[config.mk]
export PLATFORM = sky130hd
export DESIGN_NAME = rgb_pwm_driver
export DESIGN_NICKNAME = d
export VERILOG_FILES = /design/src/rtl/rgb_pwm_driver.sv
export SDC_FILE = /design/constraint.sdc
export NUM_CORES = 1
export LEC_CHECK = 0
export CAP_MARGIN = 15
export CORE_MARGIN = 2
export CORE_UTILIZATION = 45
export DETAILED_ROUTE_END_ITERATION = 12
export GPL_ROUTABILITY_DRIVEN = 0
export MAX_ROUTING_LAYER = met4
export PLACE_DENSITY_LB_ADDON = 0.05
export SYNTH_ARGS = -nofsm -noshare
export SYNTH_HDL_FRONTEND = slang
export SYNTH_SLANG_ARGS = --single-unit
export TNS_END_PERCENT = 100
[constraint.sdc]
create_clock -name clk -period 1.8 [get_ports clk]
set_input_delay 0.36 -clock clk [delete_from_list [all_inputs] [get_ports clk]]
set_output_delay 0.36 -clock clk [all_outputs]
set_load 0.1 [all_outputs]
[src/rtl/rgb_pwm_driver.sv]
// RGB LED PWM driver: colour code plus global brightness to three registered PWM pins.
// Optional per-frame fading of channel levels is enabled by defining RGB_FADE_EN.
module rgb_pwm_driver #(
  parameter int unsigned CNT_W     = 8,
  parameter int unsigned PRESCALE  = 4,
  parameter int unsigned FADE_STEP = 16
) (
  input  logic             clk,
  input  logic             rst,
  input  logic [2:0]       colour_i,
  input  logic [CNT_W-1:0] duty_i,
  input  logic             enable_i,
  output logic             red_o,
  output logic             green_o,
  output logic             blue_o,
  output logic             frame_start_o
);

  localparam int unsigned     PRE_W    = (PRESCALE > 1) ? $clog2(PRESCALE) : 1;
  localparam logic [PRE_W-1:0] PRE_LAST = PRE_W'(PRESCALE - 1);
  localparam logic [CNT_W-1:0] CNT_LAST = '1;
  localparam logic [CNT_W-1:0] STEP     = CNT_W'(FADE_STEP);

  logic [PRE_W-1:0]       pre_cnt_q, pre_cnt_d;
  logic [CNT_W-1:0]       pwm_cnt_q, pwm_cnt_d;
  logic [2:0][CNT_W-1:0]  level_q, level_d;
  logic [2:0][CNT_W-1:0]  target_c;
  logic [2:0]             drive_q, drive_d;
  logic                   frame_start_q, frame_start_d;
  logic                   tick_c;
  logic                   boundary_c;

  // Move cur toward tgt by at most STEP, never overshooting.
  function automatic logic [CNT_W-1:0] step_toward(input logic [CNT_W-1:0] cur,
                                                   input logic [CNT_W-1:0] tgt);
    logic [CNT_W-1:0] res;
    res = cur;
    if (tgt > cur) begin
      res = ((tgt - cur) > STEP) ? (cur + STEP) : tgt;
    end else if (cur > tgt) begin
      res = ((cur - tgt) > STEP) ? (cur - STEP) : tgt;
    end
    return res;
  endfunction

  always_comb begin
    tick_c     = (pre_cnt_q == PRE_LAST);
    boundary_c = tick_c && (pwm_cnt_q == CNT_LAST);
  end

  always_comb begin
    pre_cnt_d = tick_c ? '0 : (pre_cnt_q + PRE_W'(1));
    pwm_cnt_d = tick_c ? (pwm_cnt_q + CNT_W'(1)) : pwm_cnt_q;
  end

  always_comb begin
    target_c = '0;
    for (int i = 0; i < 3; i++) begin
      target_c[i] = colour_i[i] ? duty_i : '0;
    end
  end

  // Levels only change at the frame boundary so a frame is never cut short.
  always_comb begin
    level_d = level_q;
    if (boundary_c) begin
      for (int i = 0; i < 3; i++) begin
`ifdef RGB_FADE_EN
        level_d[i] = step_toward(level_q[i], target_c[i]);
`else
        level_d[i] = target_c[i];
`endif
      end
    end
  end

  // Full-scale level is forced on so the pin never shows a one-tick gap.
  always_comb begin
    drive_d = '0;
    for (int i = 0; i < 3; i++) begin
      drive_d[i] = enable_i & ((level_q[i] == CNT_LAST) | (pwm_cnt_q < level_q[i]));
    end
    frame_start_d = boundary_c;
  end

  always_ff @(posedge clk) begin
    if (rst) begin
      pre_cnt_q     <= '0;
      pwm_cnt_q     <= '0;
      level_q       <= '0;
      drive_q       <= '0;
      frame_start_q <= 1'b0;
    end else begin
      pre_cnt_q     <= pre_cnt_d;
      pwm_cnt_q     <= pwm_cnt_d;
      level_q       <= level_d;
      drive_q       <= drive_d;
      frame_start_q <= frame_start_d;
    end
  end

  assign red_o         = drive_q[0];
  assign green_o       = drive_q[1];
  assign blue_o        = drive_q[2];
  assign frame_start_o = frame_start_q;

endmodule

==> impl_metrics.csv, run 1 <==
group,metric,value,unit
detailed_routing,num_vias,1654,
sta,tns,0,ns
layout,layout-drive-gt1-share,8.43,%
sta,fin_crit_sh,86.1,%
detailed_routing,post_drt_via_cell_ratio,5.28,
die,start_util,46.3,%
synthesis,synth_warnings,0,
critical_path,path_cells,"nand4_1 -> or2_1 -> buf_4 -> nand2_1 -> a21oi_1",
global_routing,grt_pass1_vias,1544,
sta,skew,0.00579,ns
sta,setup_viol,0,
die,dieArea,0.00500,mm^2
critical_path,critPathTopFamily,"simple AND/OR/NAND/NOR gates",
critical_path,crit_path_max_fanout,25,
clock_tree,clock-root-buffer,"clkbuf_8",
global_routing,antenna_found_initial,0,
sta,rsz0062_at_grt,"no",
clock_tree,postCtsSetupRepairBufs,0,
worst_hold_path,min_from,"pre_cnt_q[0]$_SDFF_PP0_",
worst_hold_path,holdPathEnd,"pre_cnt_q[0]$_SDFF_PP0_",
critical_path,crit_required,1.95,ns
sta,period_minus_slack,1.55,ns
clock_tree,hold_buffers,0,
critical_path,slowest_delay,0.54,ns
outcome,outcome,"complete, no violations",
pwr,power,1.54,mW
placed_design,dp_cells,305,
sta,relSlewSlack,71.5,%
worst_hold_path,whs_path_depth,1,
placed_design,port_buffers,17,
clock_tree,numCtsBuffers,5,
global_routing,grt_pass1_wl,7450,um
sta,hold_viol,0,
critical_path,crit_type,"reg -> reg",
clock_tree,cts_tree,"yes",
layout,layout_commonest_cell,"dfxtp_1",
synthesis,syn-cell-area,0.00200,mm^2
synthesis,synth_seq_area_share,38.0,%
detailed_routing,wl,4370,um
die,die_y,70.7,um
detailed_routing,ant_nets,0,
detailed_routing,drt-initial-drc-count,87,
die,rows,24,
sta,layout_setup_ws,0.250,ns
clock_tree,cts_max_level,2,
layout,instances_no_fill,313,
clock_tree,clock_path_buffers,2,
detailed_routing,drc,0,
global_routing,overflow,0,
global_routing,grt_max_degree,36,
clock_tree,ctsResizeCount,0,
die,fp.dieW,70.7,um
detailed_routing,wire_per_inst,14.0,um
sta,slew_violations,0,
critical_path,worst-r2r-cell-count,5,
pwr,ir_drop,0.399,mV
critical_path,cp_slowest_cell,"dfxtp_1",
worst_hold_path,worst_hold_path_type,"reg -> reg",
synthesis,synth_cell_type_count,29,
die,io_pins,18,
layout,fin_nets,297,
synthesis,synth_fp_nets,278,
synthesis,synth_seq_cells,38,
placed_design,hpwl,3260,um
die,core,0.00432,mm^2
job,cap_violations,0,
pwr,power_density,654,mW/mm^2
layout,final_cell_mix,"dfxtp_1, a21oi_1, nand2_1, nand3_1, ha_1",
synthesis,avgSynthCellArea,8.31,um^2
critical_path,critPathCaptureType,"flop",
layout,area_delta_synth_final,17.4,%
synthesis,synthCells,241,
placed_design,dp_slack,0.168,ns
critical_path,path_buf_inv,1,
critical_path,reg2reg_slack,0.25,ns
critical_path,cp-start-kind,"flop",
sta,worstMarginPinSlew,0.416,ns
layout,fill_cells,427,
layout,antenna-diode-count,0,
sta,max_clock_freq,0.645,GHz
clock_tree,clock_latency,0.28,ns
critical_path,rr_startpoint,"pwm_cnt_q[5]$_SDFFE_PP0P_",
clock_tree,clk_pin_slew,0.07,ns
global_routing,grt_usage,19.4,%
pwr,p_leak,0.824,nW
critical_path,rr_endpoint,"level_q[8]$_SDFFE_PP0P_",
critical_path,arrival,1.70,ns
clock_tree,clkSinkCount,38,
detailed_routing,dr.pass1.iters,4,
==> sequential cells by signal, indices dropped and copies added, names as in the netlist <==
signal,count
drive_q,3
frame_start_o,1
level_q,24
pre_cnt_q,2
pwm_cnt_q,8
==> per-layer routing <==
| metal | wire [um] | vias to the layer above | track usage, % |
|---|---|---|---|
| li1 | - | 874 | - |
| met4 | 24 | 0 | 5.24 |
| met1 | 2290 | 751 | 27.1 |
| met5 | 0 | - | - |
| met2 | 1890 | 27 | 28.6 |
| met3 | 162 | 2 | 4.27 |
==> synth_stat cells <==
library cell  instances  share of area, %
a2111oi_0             3               1.3
a211oi_1              3               1.1
a21oi_1              27               6.7
and2_1                1              0.31
and4_1                1              0.44
buf_4                 3               1.1
buf_6                 1              0.56
buf_8                 2               1.5
clkbuf_1              7               1.3
dfxtp_1              38                38
ha_1                 23                14
inv_1                21               3.9
mux2i_1               1              0.50
nand2_1              26               4.9
nand2b_1              4               1.2
nand3_1              26               6.5
nand4_1              12               3.7
nand4_2               1              0.62
nor2_1               11               2.1
nor2_2                1              0.31
nor2_4                1              0.56
nor3_1                4               1.0
nor3b_1               1              0.37
o21ai_0               6               1.5
o21ai_1               3              0.75
or2_1                 4               1.2
or3_1                 3              0.94
xnor2_1               1              0.44
xor2_1                6               2.6
==> power by group <==
part | switching, mW | total [mW] | internal [mW]
clock | 0.285 | 0.594 | 0.309
sequential | 0.00370 | 0.852 | 0.848
combinational | 0.0475 | 0.0922 | 0.0447
total | 0.336 | 1.54 | 1.20
==> kinds of logic after synthesis <==
logic type	count (synthesis)	synth area share, %
mux	1	0.500
simple gates	96	24.2
buf+inv	34	8.43
flops	38	38.0
compound gates	42	11.4
fa+ha+maj	23	14.4
xor+xnor	7	3.06
==> worst max path at each step <==
stage                              startpoint                  endpoint  slack (ns)  cells after the start
floorplan           pwm_cnt_q[1]$_SDFFE_PP0P_  level_q[21]$_SDFFE_PP0P_        0.31                      7
global placement                          rst     drive_q[2]$_SDFF_PP0_        0.19                      4
detailed placement                        rst     drive_q[2]$_SDFF_PP0_        0.17                      4
CTS                 pwm_cnt_q[5]$_SDFFE_PP0P_  level_q[15]$_SDFFE_PP0P_        0.24                      5
global route        pwm_cnt_q[1]$_SDFFE_PP0P_   level_q[8]$_SDFFE_PP0P_        0.08                      6
finish              pwm_cnt_q[5]$_SDFFE_PP0P_   level_q[8]$_SDFFE_PP0P_        0.25                      5
==> metrics by stage <==
stage	cell area, um^2	hold slack, ns	utilization [%]
floorplan	2000	0.404	-
global placement	2260	0.422	52.3
detailed placement	2260	0.429	52.3
CTS	2350	0.439	54.4
global route	2350	0.460	54.4
finish	2350	0.429	54.4
==> cell type report <==
type	instances	area, um^2	share of cell area, %
Multi-Input combinational cell	169	1070	45.6
Sequential cell	38	761	32.3
Inverter	21	78.8	3.35
Clock buffer	7	86.3	3.67
Tap cell	52	65.1	2.77
Timing Repair Buffer	25	283	12.0
Clock inverter	1	5.00	0.213
Note: power is estimated with default switching activity, not from simulation.
==> inputs of run 2 (changes only) <==
--- a/config.mk
+++ b/config.mk
@@ -12,6 +12,7 @@
 export GPL_ROUTABILITY_DRIVEN = 0
 export MAX_ROUTING_LAYER = met4
 export PLACE_DENSITY_LB_ADDON = 0.05
+export RECOVER_POWER = 50
 export SYNTH_ARGS = -nofsm -noshare
 export SYNTH_HDL_FRONTEND = slang
 export SYNTH_SLANG_ARGS = --single-unit
==> impl_metrics.csv, run 2 (synthesis results as in run 1) <==
group,metric,value,unit
critical_path,crit_path_max_fanout,25,
clock_tree,clk_pin_slew,0.07,ns
global_routing,met1_usage,27.1,%
clock_tree,cts_max_level,2,
global_routing,antenna_found_initial,0,
clock_tree,clock_latency,0.28,ns
global_routing,overflow,0,
sta,slew_violations,0,
layout,layout_commonest_cell,"dfxtp_1",
global_routing,grt_pass1_wl,7450,um
outcome,outcome,"complete, no violations",
detailed_routing,ant_nets,0,
clock_tree,postCtsSetupRepairBufs,0,
global_routing,grt_max_degree,36,
detailed_routing,wl,4390,um
layout,final_cell_mix,"dfxtp_1, a21oi_1, nand2_1, nand3_1, ha_1",
critical_path,cp_slowest_cell,"dfxtp_1",
die,core,0.00432,mm^2
critical_path,crit_required,1.93,ns
critical_path,critPathCaptureType,"flop",
sta,relSlewSlack,48.7,%
sta,skew,0.00524,ns
placed_design,port_buffers,17,
die,fp.dieW,70.7,um
sta,max_clock_freq,0.635,GHz
critical_path,arrival,1.71,ns
sta,fin_crit_sh,87.5,%
clock_tree,numCtsBuffers,5,
layout,layout-drive-gt1-share,8.43,%
detailed_routing,wire_per_inst,14.0,um
layout,area_delta_synth_final,14.3,%
sta,tns,0,ns
critical_path,cp-start-kind,"flop",
die,die_y,70.7,um
layout,largest_reg_flops,24,
layout,fin_nets,297,
sta,setup_viol,0,
pwr,ir_drop,0.399,mV
critical_path,critPathTopFamily,"simple AND/OR/NAND/NOR gates",
worst_hold_path,min_from,"pre_cnt_q[0]$_SDFF_PP0_",
sta,rsz0062_at_grt,"no",
global_routing,grt-busiest-layer,"met2",
die,dieArea,0.00500,mm^2
die,rows,24,
critical_path,rr_startpoint,"pwm_cnt_q[5]$_SDFFE_PP0P_",
critical_path,path_cells,"nand4_1 -> or2_0 -> buf_4 -> nand2_1 -> a21oi_1",
detailed_routing,drc,0,
layout,regMostFlops,"level_q",
layout,reg_top3,"level_q (24), pwm_cnt_q (8), drive_q (3)",
placed_design,hpwl,3260,um
clock_tree,clock-root-buffer,"clkbuf_8",
clock_tree,hold_buffers,0,
layout,antenna-diode-count,0,
critical_path,crit_type,"reg -> reg",
clock_tree,cts_tree,"yes",
clock_tree,clock_path_buffers,2,
pwr,p_leak,0.811,nW
clock_tree,ctsResizeCount,0,
critical_path,path_buf_inv,1,
critical_path,crit_start,"pwm_cnt_q[5]$_SDFFE_PP0P_",
layout,final_cell_area,0.00229,mm^2
die,start_util,46.3,%
global_routing,grt_pass1_vias,1544,
die,io_pins,18,
global_routing,use_met2,28.6,%
job,cap_violations,0,
worst_hold_path,worst_hold_path_type,"reg -> reg",
detailed_routing,post_drt_via_cell_ratio,5.24,
placed_design,placed_cell_area,0.00226,mm^2
pwr,power_density,671,mW/mm^2
detailed_routing,drt-initial-drc-count,103,
detailed_routing,num_vias,1641,
sta,period_minus_slack,1.58,ns
sta,worstMarginPinSlew,0.770,ns
global_routing,grt_util_met3,4.27,%
detailed_routing,dr.pass1.iters,4,
global_routing,grt_usage,19.4,%
clock_tree,clkSinkCount,38,
critical_path,slowest_delay,0.55,ns
sta,hold_viol,0,
pwr,power,1.54,mW
run 2: cell types whose count changed in the layout (fill, tap and decap cells not counted), moves of 3 or more:
cell      delta
clkbuf_2     +5
buf_12       -4
o21ai_0      +3
o21ai_1      -3
run 2: metal layers:
metal  share of wire [%]  up-vias
met3                 3.2        2
met5                   0        -
met2                  43       28
li1                    -      873
met1                  53      738
met4                0.55        0
run 2: layout make-up:
cell class,count,area (um^2)
Multi-Input combinational cell,169,1070
Sequential cell,38,761
Inverter,21,78.8
Tap cell,52,65.1
Clock buffer,7,86.3
Timing Repair Buffer,25,220
Fill cell,435,2030
Clock inverter,1,5.00
run 2: worst register-to-register path, stage by stage (launching register included):
cell,delay [ns]
dfxtp_1,0.55
nand4_1,0.25
or2_0,0.26
buf_4,0.22
nand2_1,0.10
a21oi_1,0.06
run 2: report_power, final:
group / internal [mW] / total, mW / switching (mW)
sequential: 0.848 / 0.852 / 0.00357
combinational: 0.0430 / 0.0898 / 0.0468
clock: 0.309 / 0.594 / 0.285
total: 1.20 / 1.54 / 0.336
run 2: worst paths after layout:
check | end | slack (ns) | cells after the start
setup / recovery | level_q[8]$_SDFFE_PP0P_ | 0.22 | 5
setup reg to reg | level_q[8]$_SDFFE_PP0P_ | 0.22 | 5
hold / removal | pre_cnt_q[0]$_SDFF_PP0_ | 0.43 | 1
hold reg to reg | pre_cnt_q[0]$_SDFF_PP0_ | 0.43 | 1
run 2: through the flow:
stage	util [%]	cells	worst slack, ns	hold WS (ns)
global route	53.0	313	0.0450	0.460
finish	53.0	313	0.225	0.429
floorplan	-	241	0.305	0.404
detailed placement	52.3	305	0.168	0.429
CTS	54.4	313	0.236	0.439
global placement	52.3	305	0.186	0.422
==> inputs of run 3 (changes only) <==
--- a/config.mk
+++ b/config.mk
@@ -6,8 +6,8 @@
 export NUM_CORES = 1
 export LEC_CHECK = 0
 export CAP_MARGIN = 15
-export CORE_MARGIN = 2
-export CORE_UTILIZATION = 45
+export CORE_MARGIN = 3
+export CORE_UTILIZATION = 50
 export DETAILED_ROUTE_END_ITERATION = 12
 export GPL_ROUTABILITY_DRIVEN = 0
 export MAX_ROUTING_LAYER = met4
==> impl_metrics.csv, run 3 (synthesis results as in run 1) <==
group,metric,value,unit
sta,worstMarginPinSlew,0.739,ns
global_routing,grt_pass1_vias,1533,
sta,rsz0062_at_grt,"no",
layout,final_cell_mix,"dfxtp_1, a21oi_1, nand2_1, nand3_1, ha_1",
clock_tree,clk_pin_slew,0.08,ns
placed_design,dp_cells,299,
sta,layout_setup_ws,0.244,ns
detailed_routing,ant_nets,0,
critical_path,cp_slowest_cell,"dfxtp_1",
die,dieArea,0.00480,mm^2
layout,layout-drive-gt1-share,7.34,%
clock_tree,postCtsSetupRepairBufs,0,
critical_path,critPathTopFamily,"simple AND/OR/NAND/NOR gates",
pwr,p_leak,0.799,nW
placed_design,hpwl,3180,um
placed_design,dp_slack,0.152,ns
critical_path,path_cells,"nand4_1 -> or2_0 -> buf_12 -> nand2_1 -> a21oi_1",
clock_tree,clock_path_buffers,2,
critical_path,crit_path_max_fanout,25,
detailed_routing,drt-initial-drc-count,149,
die,core,0.00377,mm^2
pwr,seqPwrFrac,51.5,%
layout,instances_no_fill,307,
sta,max_clock_freq,0.643,GHz
die,io_pins,18,
critical_path,worst-r2r-cell-count,5,
sta,tns,0,ns
critical_path,critPathCaptureType,"flop",
clock_tree,ctsResizeCount,0,
critical_path,cp-start-kind,"flop",
sta,hold_viol,0,
pwr,switching_share,21.3,%
sta,fin_crit_sh,86.5,%
sta,period_minus_slack,1.56,ns
layout,antenna-diode-count,0,
global_routing,overflow,0,
detailed_routing,wire_per_inst,14.1,um
layout,layout_commonest_cell,"dfxtp_1",
clock_tree,clkSinkCount,38,
sta,skew,0.00269,ns
critical_path,crit_required,1.94,ns
layout,area_delta_synth_final,14.6,%
pwr,combPwrFrac,5.2,%
layout,fin_nets,295,
global_routing,grt_usage,19.5,%
pwr,ir_drop,0.371,mV
sta,slew_violations,0,
clock_tree,clock-root-buffer,"clkbuf_8",
clock_tree,numCtsBuffers,5,
sta,relSlewSlack,50.7,%
clock_tree,hold_buffers,0,
pwr,clockPowerShare,43.3,%
critical_path,crit_type,"reg -> reg",
clock_tree,clock_latency,0.29,ns
detailed_routing,dr.pass1.iters,4,
die,fp.dieW,69.3,um
layout,reg_top3,"level_q (24), pwm_cnt_q (8), drive_q (3)",
critical_path,arrival,1.70,ns
clock_tree,cts_max_level,2,
detailed_routing,drc,0,
global_routing,grt_pass1_wl,7330,um
sta,setup_viol,0,
pwr,power_density,722,mW/mm^2
detailed_routing,post_drt_via_cell_ratio,5.38,
layout,regMostFlops,"level_q",
layout,largest_reg_flops,24,
critical_path,path_buf_inv,1,
die,rows,22,
layout,final_util,60.8,%
pwr,p_int,1.30,mW
worst_hold_path,worst_hold_path_type,"reg -> reg",
global_routing,grt_max_degree,36,
pwr,p_switching,0.353,mW
clock_tree,cts_tree,"yes",
detailed_routing,wl,4330,um
critical_path,slowest_delay,0.55,ns
placed_design,port_buffers,17,
die,start_util,53.1,%
sta,hold_slack,0.435,ns
detailed_routing,num_vias,1652,
outcome,outcome,"complete, no violations",
job,cap_violations,0,
critical_path,worst-path-stages,5,
worst_hold_path,whs_path_depth,1,
global_routing,antenna_found_initial,0,
die,die_y,69.3,um
==> run 3: power by group through the flow <==
stage	Sequential, mW	Combinational (mW)	Clock (mW)
after floorplan	0.873	0.0407	0
after global placement	0.872	0.0875	0
after detailed placement	0.873	0.0876	0
after CTS	0.853	0.0879	0.735
after global routing	0.854	0.0945	0.772
final	0.853	0.0857	0.717
==> run 3: layer usage <==
layer | up-vias | GRT usage (%) | share of wire (%)
li1 | 867 | - | -
met1 | 746 | 26.4 | 49
met2 | 35 | 29.4 | 47
met3 | 4 | 3.04 | 3.4
met4 | 0 | 7.38 | 0.92
met5 | - | - | 0
==> run 3: worst register-to-register path: stages (launching register included) <==
cell and delay (ns):
dfxtp_1 0.55, nand4_1 0.24, or2_0 0.31, buf_12 0.18, nand2_1 0.08, a21oi_1 0.06
==> run 3: area by class of cell <==
class	count	area, um^2
inverter	21	78.8
tap	48	60.1
fill	349	1480
multi-input combinational	169	1070
timing repair buffer	23	218
sequential	38	761
clock inverter	2	37.5
clock buffer	6	72.6
==> run 3: path summary, 6_finish.rpt <==
check | end | start | slack [ns]
setup reg to reg | level_q[3]$_SDFFE_PP0P_ | pwm_cnt_q[2]$_SDFFE_PP0P_ | 0.24
hold reg to reg | pre_cnt_q[0]$_SDFF_PP0_ | pre_cnt_q[0]$_SDFF_PP0_ | 0.44
hold / removal | pre_cnt_q[0]$_SDFF_PP0_ | pre_cnt_q[0]$_SDFF_PP0_ | 0.44
setup / recovery | level_q[3]$_SDFFE_PP0P_ | pwm_cnt_q[2]$_SDFFE_PP0P_ | 0.24
==> run 3: per-stage QoR <==
step                power [mW]  cell area, um^2
global placement         0.960             2250
finish                    1.66             2290
floorplan                0.914             2000
CTS                       1.68             2360
detailed placement       0.960             2250
global route              1.72             2290
